--- config.mk ---
export PLATFORM = sky130hd
export DESIGN_NAME = morse_input_scheduler
export DESIGN_NICKNAME = d
export VERILOG_FILES = /design/src/rtl/morse_input_scheduler.sv
export SDC_FILE = /design/constraint.sdc
export NUM_CORES = 1
export LEC_CHECK = 0
export CORE_UTILIZATION = 25
export CTS_CLUSTER_DIAMETER = 30
export DETAILED_ROUTE_END_ITERATION = 16
export PLACE_DENSITY = 0.5
export RECOVER_POWER = 25
export SYNTH_ARGS = -nofsm -noshare
export SYNTH_HDL_FRONTEND = slang
export SYNTH_SLANG_ARGS = --single-unit
--- constraint.sdc ---
create_clock -name clk -period 2.5 [get_ports clk]
set_input_delay 0.5 -clock clk [delete_from_list [all_inputs] [get_ports clk]]
set_output_delay 0.5 -clock clk [all_outputs]
set_load 0.005 [all_outputs]
--- src/rtl/morse_input_scheduler.sv ---
// morse_input_scheduler
//   Merges the telegraph button and the 4x4 keypad into the single
//   key/flag/backspace stream consumed by decoder_controller. Telegraph presses
//   are synchronised and debounced, then timed and classified as dot (4'hf) or
//   dash (4'he). A letter auto-commits (4'hd) after an inter-letter gap. One
//   source owns the decoder for the length of a letter.
//
// Handshake: kp_valid is a one-cycle strobe qualifying kp_key and is taken in
//   the cycle it is high. kp_ready is high when en is set and the keypad slot is
//   empty. A strobe that cannot be stored, or that comes from the non-owning
//   source, is dropped and overrun pulses for one cycle. No request is held
//   waiting on kp_ready.
//
// Ports
//   clk        system clock
//   rst_n      asynchronous active-low reset
//   en         block enable; low flushes everything to idle synchronously
//   tele_key   raw telegraph button, active-high, asynchronous
//   kp_key     keypad code: 4'he dash, 4'hf dot, 4'hd commit, others ignored
//   kp_valid   one-cycle strobe qualifying kp_key
//   kp_bs      one-cycle backspace request
//   kp_ready   en and keypad slot empty (combinational)
//   key        code presented to the decoder
//   flag       symbol strobe, high for FLAG_HOLD cycles
//   backspace  backspace strobe, high for FLAG_HOLD cycles
//   owner      00 none, 01 keypad, 10 telegraph
//   overrun    one-cycle pulse when a request is dropped
module morse_input_scheduler #(
  parameter int DEBOUNCE_TICKS = 1_000_000,
  parameter int DASH_TICKS     = 30_000_000,
  parameter int GAP_TICKS      = 70_000_000,
  parameter int FLAG_HOLD      = 4
) (
  input  logic       clk,
  input  logic       rst_n,
  input  logic       en,
  input  logic       tele_key,
  input  logic [3:0] kp_key,
  input  logic       kp_valid,
  input  logic       kp_bs,
  output logic       kp_ready,
  output logic [3:0] key,
  output logic       flag,
  output logic       backspace,
  output logic [1:0] owner,
  output logic       overrun
);

  localparam int DW   = $clog2(DEBOUNCE_TICKS + 1);
  localparam int TMAX = (DASH_TICKS > GAP_TICKS) ? DASH_TICKS : GAP_TICKS;
  localparam int TW   = $clog2(TMAX + 1);
  localparam int HW   = $clog2(FLAG_HOLD + 1);

  localparam logic [DW-1:0] DB_LAST   = DW'(DEBOUNCE_TICKS - 1);
  localparam logic [TW-1:0] DASH_T    = TW'(DASH_TICKS);
  localparam logic [TW-1:0] GAP_T     = TW'(GAP_TICKS);
  localparam logic [HW-1:0] HOLD_LAST = HW'(FLAG_HOLD - 1);

  localparam logic [3:0] KEY_DASH   = 4'he;
  localparam logic [3:0] KEY_DOT    = 4'hf;
  localparam logic [3:0] KEY_COMMIT = 4'hd;

  localparam logic [1:0] OWN_NONE = 2'b00;
  localparam logic [1:0] OWN_KP   = 2'b01;
  localparam logic [1:0] OWN_TELE = 2'b10;

  typedef enum logic [1:0] {T_IDLE, T_PRESS, T_GAP} tele_state_t;
  typedef enum logic [1:0] {S_IDLE, S_HIGH, S_LOW} seq_state_t;

  // Telegraph front end
  logic          sync1, sync2, tele_db;
  logic [DW-1:0] db_cnt;

  // Telegraph FSM
  tele_state_t   t_state, t_state_d;
  logic [TW-1:0] t_cnt, t_cnt_d;
  logic          t_emit;
  logic [3:0]    t_emit_key;

  // Request slots
  logic       t_slot_v, k_slot_v, bs_pend;
  logic [3:0] t_slot_key, k_slot_key;

  // Output sequencer
  seq_state_t    s_state, s_state_d;
  logic [HW-1:0] s_cnt, s_cnt_d;
  logic          s_bs, s_commit;
  logic          grant_t, grant_k, grant_bs, drop_t, drop_k;
  logic [3:0]    grant_key;
  logic          seq_done;

  // Capture decisions
  logic kp_req, kp_take, kp_drop, t_take, t_drop, bs_drop;

  always_comb begin
    t_state_d  = t_state;
    t_cnt_d    = t_cnt;
    t_emit     = 1'b0;
    t_emit_key = KEY_DOT;
    case (t_state)
      T_IDLE: begin
        if (tele_db) begin
          t_state_d = T_PRESS;
          t_cnt_d   = '0;
        end
      end
      T_PRESS: begin
        if (!tele_db) begin
          t_emit     = 1'b1;
          t_emit_key = (t_cnt >= DASH_T) ? KEY_DASH : KEY_DOT;
          t_state_d  = T_GAP;
          t_cnt_d    = '0;
        end else if (t_cnt < DASH_T) begin
          t_cnt_d = t_cnt + TW'(1);
        end
      end
      T_GAP: begin
        if (tele_db) begin
          t_state_d = T_PRESS;
          t_cnt_d   = '0;
        end else if (t_cnt == GAP_T) begin
          t_emit     = 1'b1;
          t_emit_key = KEY_COMMIT;
          t_state_d  = T_IDLE;
          t_cnt_d    = '0;
        end else begin
          t_cnt_d = t_cnt + TW'(1);
        end
      end
      default: begin
        t_state_d = T_IDLE;
        t_cnt_d   = '0;
      end
    endcase
  end

  // Arbiter and sequencer. Backspace goes first, then telegraph, then keypad.
  // A slot whose source lost ownership after it was captured is discarded here.
  always_comb begin
    s_state_d = s_state;
    s_cnt_d   = s_cnt;
    grant_t   = 1'b0;
    grant_k   = 1'b0;
    grant_bs  = 1'b0;
    drop_t    = 1'b0;
    drop_k    = 1'b0;
    case (s_state)
      S_IDLE: begin
        if (bs_pend)              grant_bs = 1'b1;
        else if (t_slot_v) begin
          if (owner != OWN_KP)    grant_t  = 1'b1;
          else                    drop_t   = 1'b1;
        end else if (k_slot_v) begin
          if (owner != OWN_TELE)  grant_k  = 1'b1;
          else                    drop_k   = 1'b1;
        end
        if (grant_bs || grant_t || grant_k) begin
          s_state_d = S_HIGH;
          s_cnt_d   = '0;
        end
      end
      S_HIGH: begin
        if (s_cnt == HOLD_LAST) begin
          s_state_d = S_LOW;
          s_cnt_d   = '0;
        end else begin
          s_cnt_d = s_cnt + HW'(1);
        end
      end
      S_LOW: begin
        if (s_cnt == HOLD_LAST) begin
          s_state_d = S_IDLE;
          s_cnt_d   = '0;
        end else begin
          s_cnt_d = s_cnt + HW'(1);
        end
      end
      default: begin
        s_state_d = S_IDLE;
        s_cnt_d   = '0;
      end
    endcase
  end

  assign grant_key = grant_t ? t_slot_key : k_slot_key;
  assign seq_done  = (s_state == S_LOW) && (s_cnt == HOLD_LAST);

  assign kp_req  = kp_valid && (kp_key == KEY_DASH || kp_key == KEY_DOT || kp_key == KEY_COMMIT);
  assign kp_take = kp_req && !k_slot_v && (owner != OWN_TELE);
  assign kp_drop = kp_req && !kp_take;
  assign t_take  = t_emit && !t_slot_v && (owner != OWN_KP);
  assign t_drop  = t_emit && !t_take;
  assign bs_drop = kp_bs && bs_pend && !grant_bs;

  assign kp_ready  = en && !k_slot_v;
  assign flag      = (s_state == S_HIGH) && !s_bs;
  assign backspace = (s_state == S_HIGH) && s_bs;

  always_ff @(posedge clk or negedge rst_n) begin
    if (!rst_n) begin
      sync1 <= 1'b0;  sync2 <= 1'b0;  tele_db <= 1'b0;  db_cnt <= '0;
      t_state <= T_IDLE;  t_cnt <= '0;
      t_slot_v <= 1'b0;  t_slot_key <= '0;
      k_slot_v <= 1'b0;  k_slot_key <= '0;  bs_pend <= 1'b0;
      s_state <= S_IDLE;  s_cnt <= '0;  s_bs <= 1'b0;  s_commit <= 1'b0;
      key <= '0;  owner <= OWN_NONE;  overrun <= 1'b0;
    end else if (!en) begin
      sync1 <= 1'b0;  sync2 <= 1'b0;  tele_db <= 1'b0;  db_cnt <= '0;
      t_state <= T_IDLE;  t_cnt <= '0;
      t_slot_v <= 1'b0;  t_slot_key <= '0;
      k_slot_v <= 1'b0;  k_slot_key <= '0;  bs_pend <= 1'b0;
      s_state <= S_IDLE;  s_cnt <= '0;  s_bs <= 1'b0;  s_commit <= 1'b0;
      key <= '0;  owner <= OWN_NONE;  overrun <= 1'b0;
    end else begin
      sync1 <= tele_key;
      sync2 <= sync1;
      // Accepted level flips only after DEBOUNCE_TICKS consecutive differing samples.
      if (sync2 == tele_db) begin
        db_cnt <= '0;
      end else if (db_cnt == DB_LAST) begin
        tele_db <= sync2;
        db_cnt  <= '0;
      end else begin
        db_cnt <= db_cnt + DW'(1);
      end

      t_state <= t_state_d;
      t_cnt   <= t_cnt_d;
      s_state <= s_state_d;
      s_cnt   <= s_cnt_d;

      if (grant_t || drop_t) t_slot_v <= 1'b0;
      if (t_take) begin
        t_slot_v   <= 1'b1;
        t_slot_key <= t_emit_key;
      end
      if (grant_k || drop_k) k_slot_v <= 1'b0;
      if (kp_take) begin
        k_slot_v   <= 1'b1;
        k_slot_key <= kp_key;
      end
      if (grant_bs) bs_pend <= 1'b0;
      if (kp_bs && !bs_drop) bs_pend <= 1'b1;

      // Backspace leaves key untouched so the decoder sees only the strobe.
      if (grant_t || grant_k) begin
        key      <= grant_key;
        s_bs     <= 1'b0;
        s_commit <= (grant_key == KEY_COMMIT);
      end
      if (grant_bs) begin
        s_bs     <= 1'b1;
        s_commit <= 1'b0;
      end

      // Ownership is released only once the commit strobe has fully completed.
      if (seq_done && s_commit) begin
        owner <= OWN_NONE;
      end else if (owner == OWN_NONE && grant_key != KEY_COMMIT) begin
        if (grant_t)      owner <= OWN_TELE;
        else if (grant_k) owner <= OWN_KP;
      end

      overrun <= kp_drop || t_drop || bs_drop || drop_t || drop_k;
    end
  end

endmodule

==> qor.yml <==
clock_tree:
  clk_path_buf_depth: 2
  root_buffer: "clkbuf_16"
  cts_setup_buffers: 0
  h-tree-depth: 3
  cts_tree: "done"
  clock_sinks: 76
  clock_latency_ps: 330
  postCtsHoldBufs: 0
  cts_buffers: 9
  cts.clk_slew.worst_paths_ps: 60
  cts_resized: 0
sta:
  worst_slew_pin_slew_ps: 1090
  hold_violations: 0
  worst_slew_margin_rel: 0.272
  fin_skew_ps: 4.49
  finalWorstPathRequiredPeriod_ps: 2290
  tns_ps: 0
  slew_violations: 0
  fin_crit_sh: 0.916
  worst_slack_ps: 211
  rsz0062_at_grt: "no"
  max_freq_mhz: 437
  setup_viol: 0
cells_and_area:
  finish.utilization: 0.300
  area_delta_synth_final_pct: 17.3
  fill_cells: 1865
  num_antenna_cells: 0
  finalNonFillerCells: 745
  nNetsFinal: 539
  drive_above_1_share: 0.0923
power_and_ir_drop:
  p_per_area_nw_per_um2: 565
  ir_drop_mv: 0.294
  leakage_nw: 2.06
  p_total_mw: 2.94
logic_synthesis:
  synth_top_area_cell: "dfrtp_1"
  synthCells: 490
  synthTopCellsByArea: "dfrtp_1 (43%), nor2_1 (5.3%), ha_1 (3.7%)"
  ys.flop_type: "dfrtp_1"
  synth_most_common_cell: "dfrtp_1"
  synth_area_um2: 4430
  synth-async-reset-ratio: 1.00
  netlist_top_cells_count: "dfrtp_1 (76), nor2_1 (63), nand2_1 (37)"
  synth_seq_cells: 76
  synth_top_area_frac: 0.429
  syn_nets: 513
  synth_edf_count: 0
  syn_area_per_cell_um2: 9.04
  synth_seq_area_share: 0.429
  ys.warnings.count: 0
  ys_types: 67
drt:
  wl_per_cell_um: 14.2
  wl_um: 10600
  first_pass_iters: 5
  vias: 3646
  drc: 0
  ant_nets: 0
  via_per_inst: 4.89
  drt_iter0_markers: 298
global_route:
  grt.total_usage: 0.129
  grt_pass1_wl_um: 18600
  antenna_found_initial: 0
  gr-total-overflow: 0
  grt_pass1_vias: 3723
  grt_start_max_net_pins: 41
status:
  status: "completed"
placed_design:
  finalWeightedCongestion: 0.815
  dp_slack_ps: 230
  placed_cells: 730
  portBuffers: 19
  dp_hpwl_um: 7690
worst_setup_path:
  crit_fanout: 6
  startpoint_type: "flip-flop"
  cp_data_required_time_ps: 2760
  rr_startpoint: "t_cnt[0]"
  cp_slowest_cell: "or4_1"
  crit_start: "t_cnt[0]"
  crit_path_end_kind: "flip-flop"
  worstPathArrival_ps: 2550
  slowest_delay_ps: 670
  path_class: "flip-flop to flip-flop"
  path_cells: "ha_1 -> nand3_1 -> or4_1 -> nor2_1 -> and4_1 -> nand4_1 -> o21ai_1"
  reg2reg_slack_ps: 210
hold_path:
  worstHoldPathType: "input port to asynchronous set/reset pin"
floorplan:
  core.rowCount: 48
  fp.dieW_um: 135
  core_um2: 17300
  ios: 20
  start_util: 0.256
  die_y_um: 135
  die_area_um2: 18300
job:
  maxCapViolCount: 0
-- worst paths after layout --
kind                            depth (start not counted)         to
worst max-delay path                                    7  t_cnt[20]
worst max register to register                          7  t_cnt[20]
max in group asynchronous                               2  db_cnt[5]
min in group clk                                        1      sync2
worst min-delay path                                    1    bs_pend
worst min register to register                          1      sync2
-- through the flow --
stage | hold slack [ps] | instance area (um^2)
after floorplan | 204 | 4430
after global routing | 451 | 5200
after CTS | 181 | 5210
final | 364 | 5200
after detailed placement | 451 | 4930
after global placement | 457 | 4930
-- sequential cells by signal, indices dropped and copies added (netlist names), 2 cells and up --
name,count
db_cnt,20
k_slot_key,4
key,4
owner,2
s_cnt,3
s_state,2
t_cnt,27
t_slot_key,3
t_state,2
-- layer usage --
metal,GRT usage,vias to the layer above,part of all wire
met5,0,-,0
met3,0.0184,15,0.029
met2,0.210,50,0.48
li1,-,1801,-
met4,0.0574,0,0.020
met1,0.168,1780,0.47
-- cell type report --
| class | instances | area (um^2) | area share |
|---|---|---|---|
| multi-input combinational | 362 | 2290 | 0.441 |
| tap | 225 | 282 | 0.0542 |
| clock inverter | 2 | 35.0 | 0.00674 |
| timing repair buffer | 35 | 315 | 0.0607 |
| clock buffer | 13 | 250 | 0.0482 |
| inverter | 32 | 120 | 0.0231 |
| sequential | 76 | 1900 | 0.366 |
-- placed cells by master (no fill, tap or decap), types with 14 or more instances in the layout --
master | netlist | final
inv_1 | 31 | 31
nand2_1 | 37 | 37
a21oi_1 | 28 | 28
nand4_1 | 16 | 16
buf_4 | 2 | 14
nand3_1 | 28 | 28
clkdlybuf4s50_1 | 0 | 18
nor2_1 | 63 | 63
dfrtp_1 | 76 | 76
-- kinds of logic (layout without fill, tap and decap cells) --
group                      Yosys count  count (layout)  synth area share
adders and majority gates           13              13            0.0367
AOI/OAI and AO/OA                  108             108             0.176
and+or+nand+nor                    216             216             0.253
xor gates and xnor gates            18              18            0.0356
DFF                                 76              76             0.429
muxes                                7               7            0.0161
buffers and inverters               52              82            0.0531
-- report_power, final --
part | internal [mW] | switching (mW)
Clock | 0.794 | 0.483
Combinational | 0.152 | 0.205
Sequential | 1.27 | 0.0311
-- critical path, delay by kind of cell (launching register included) --
kind	cells	cell delay, ps
flops	1	420
compound gates	1	90
fa+ha+maj	1	240
simple gates	5	1470
Power figures use the tool's default switching activity.
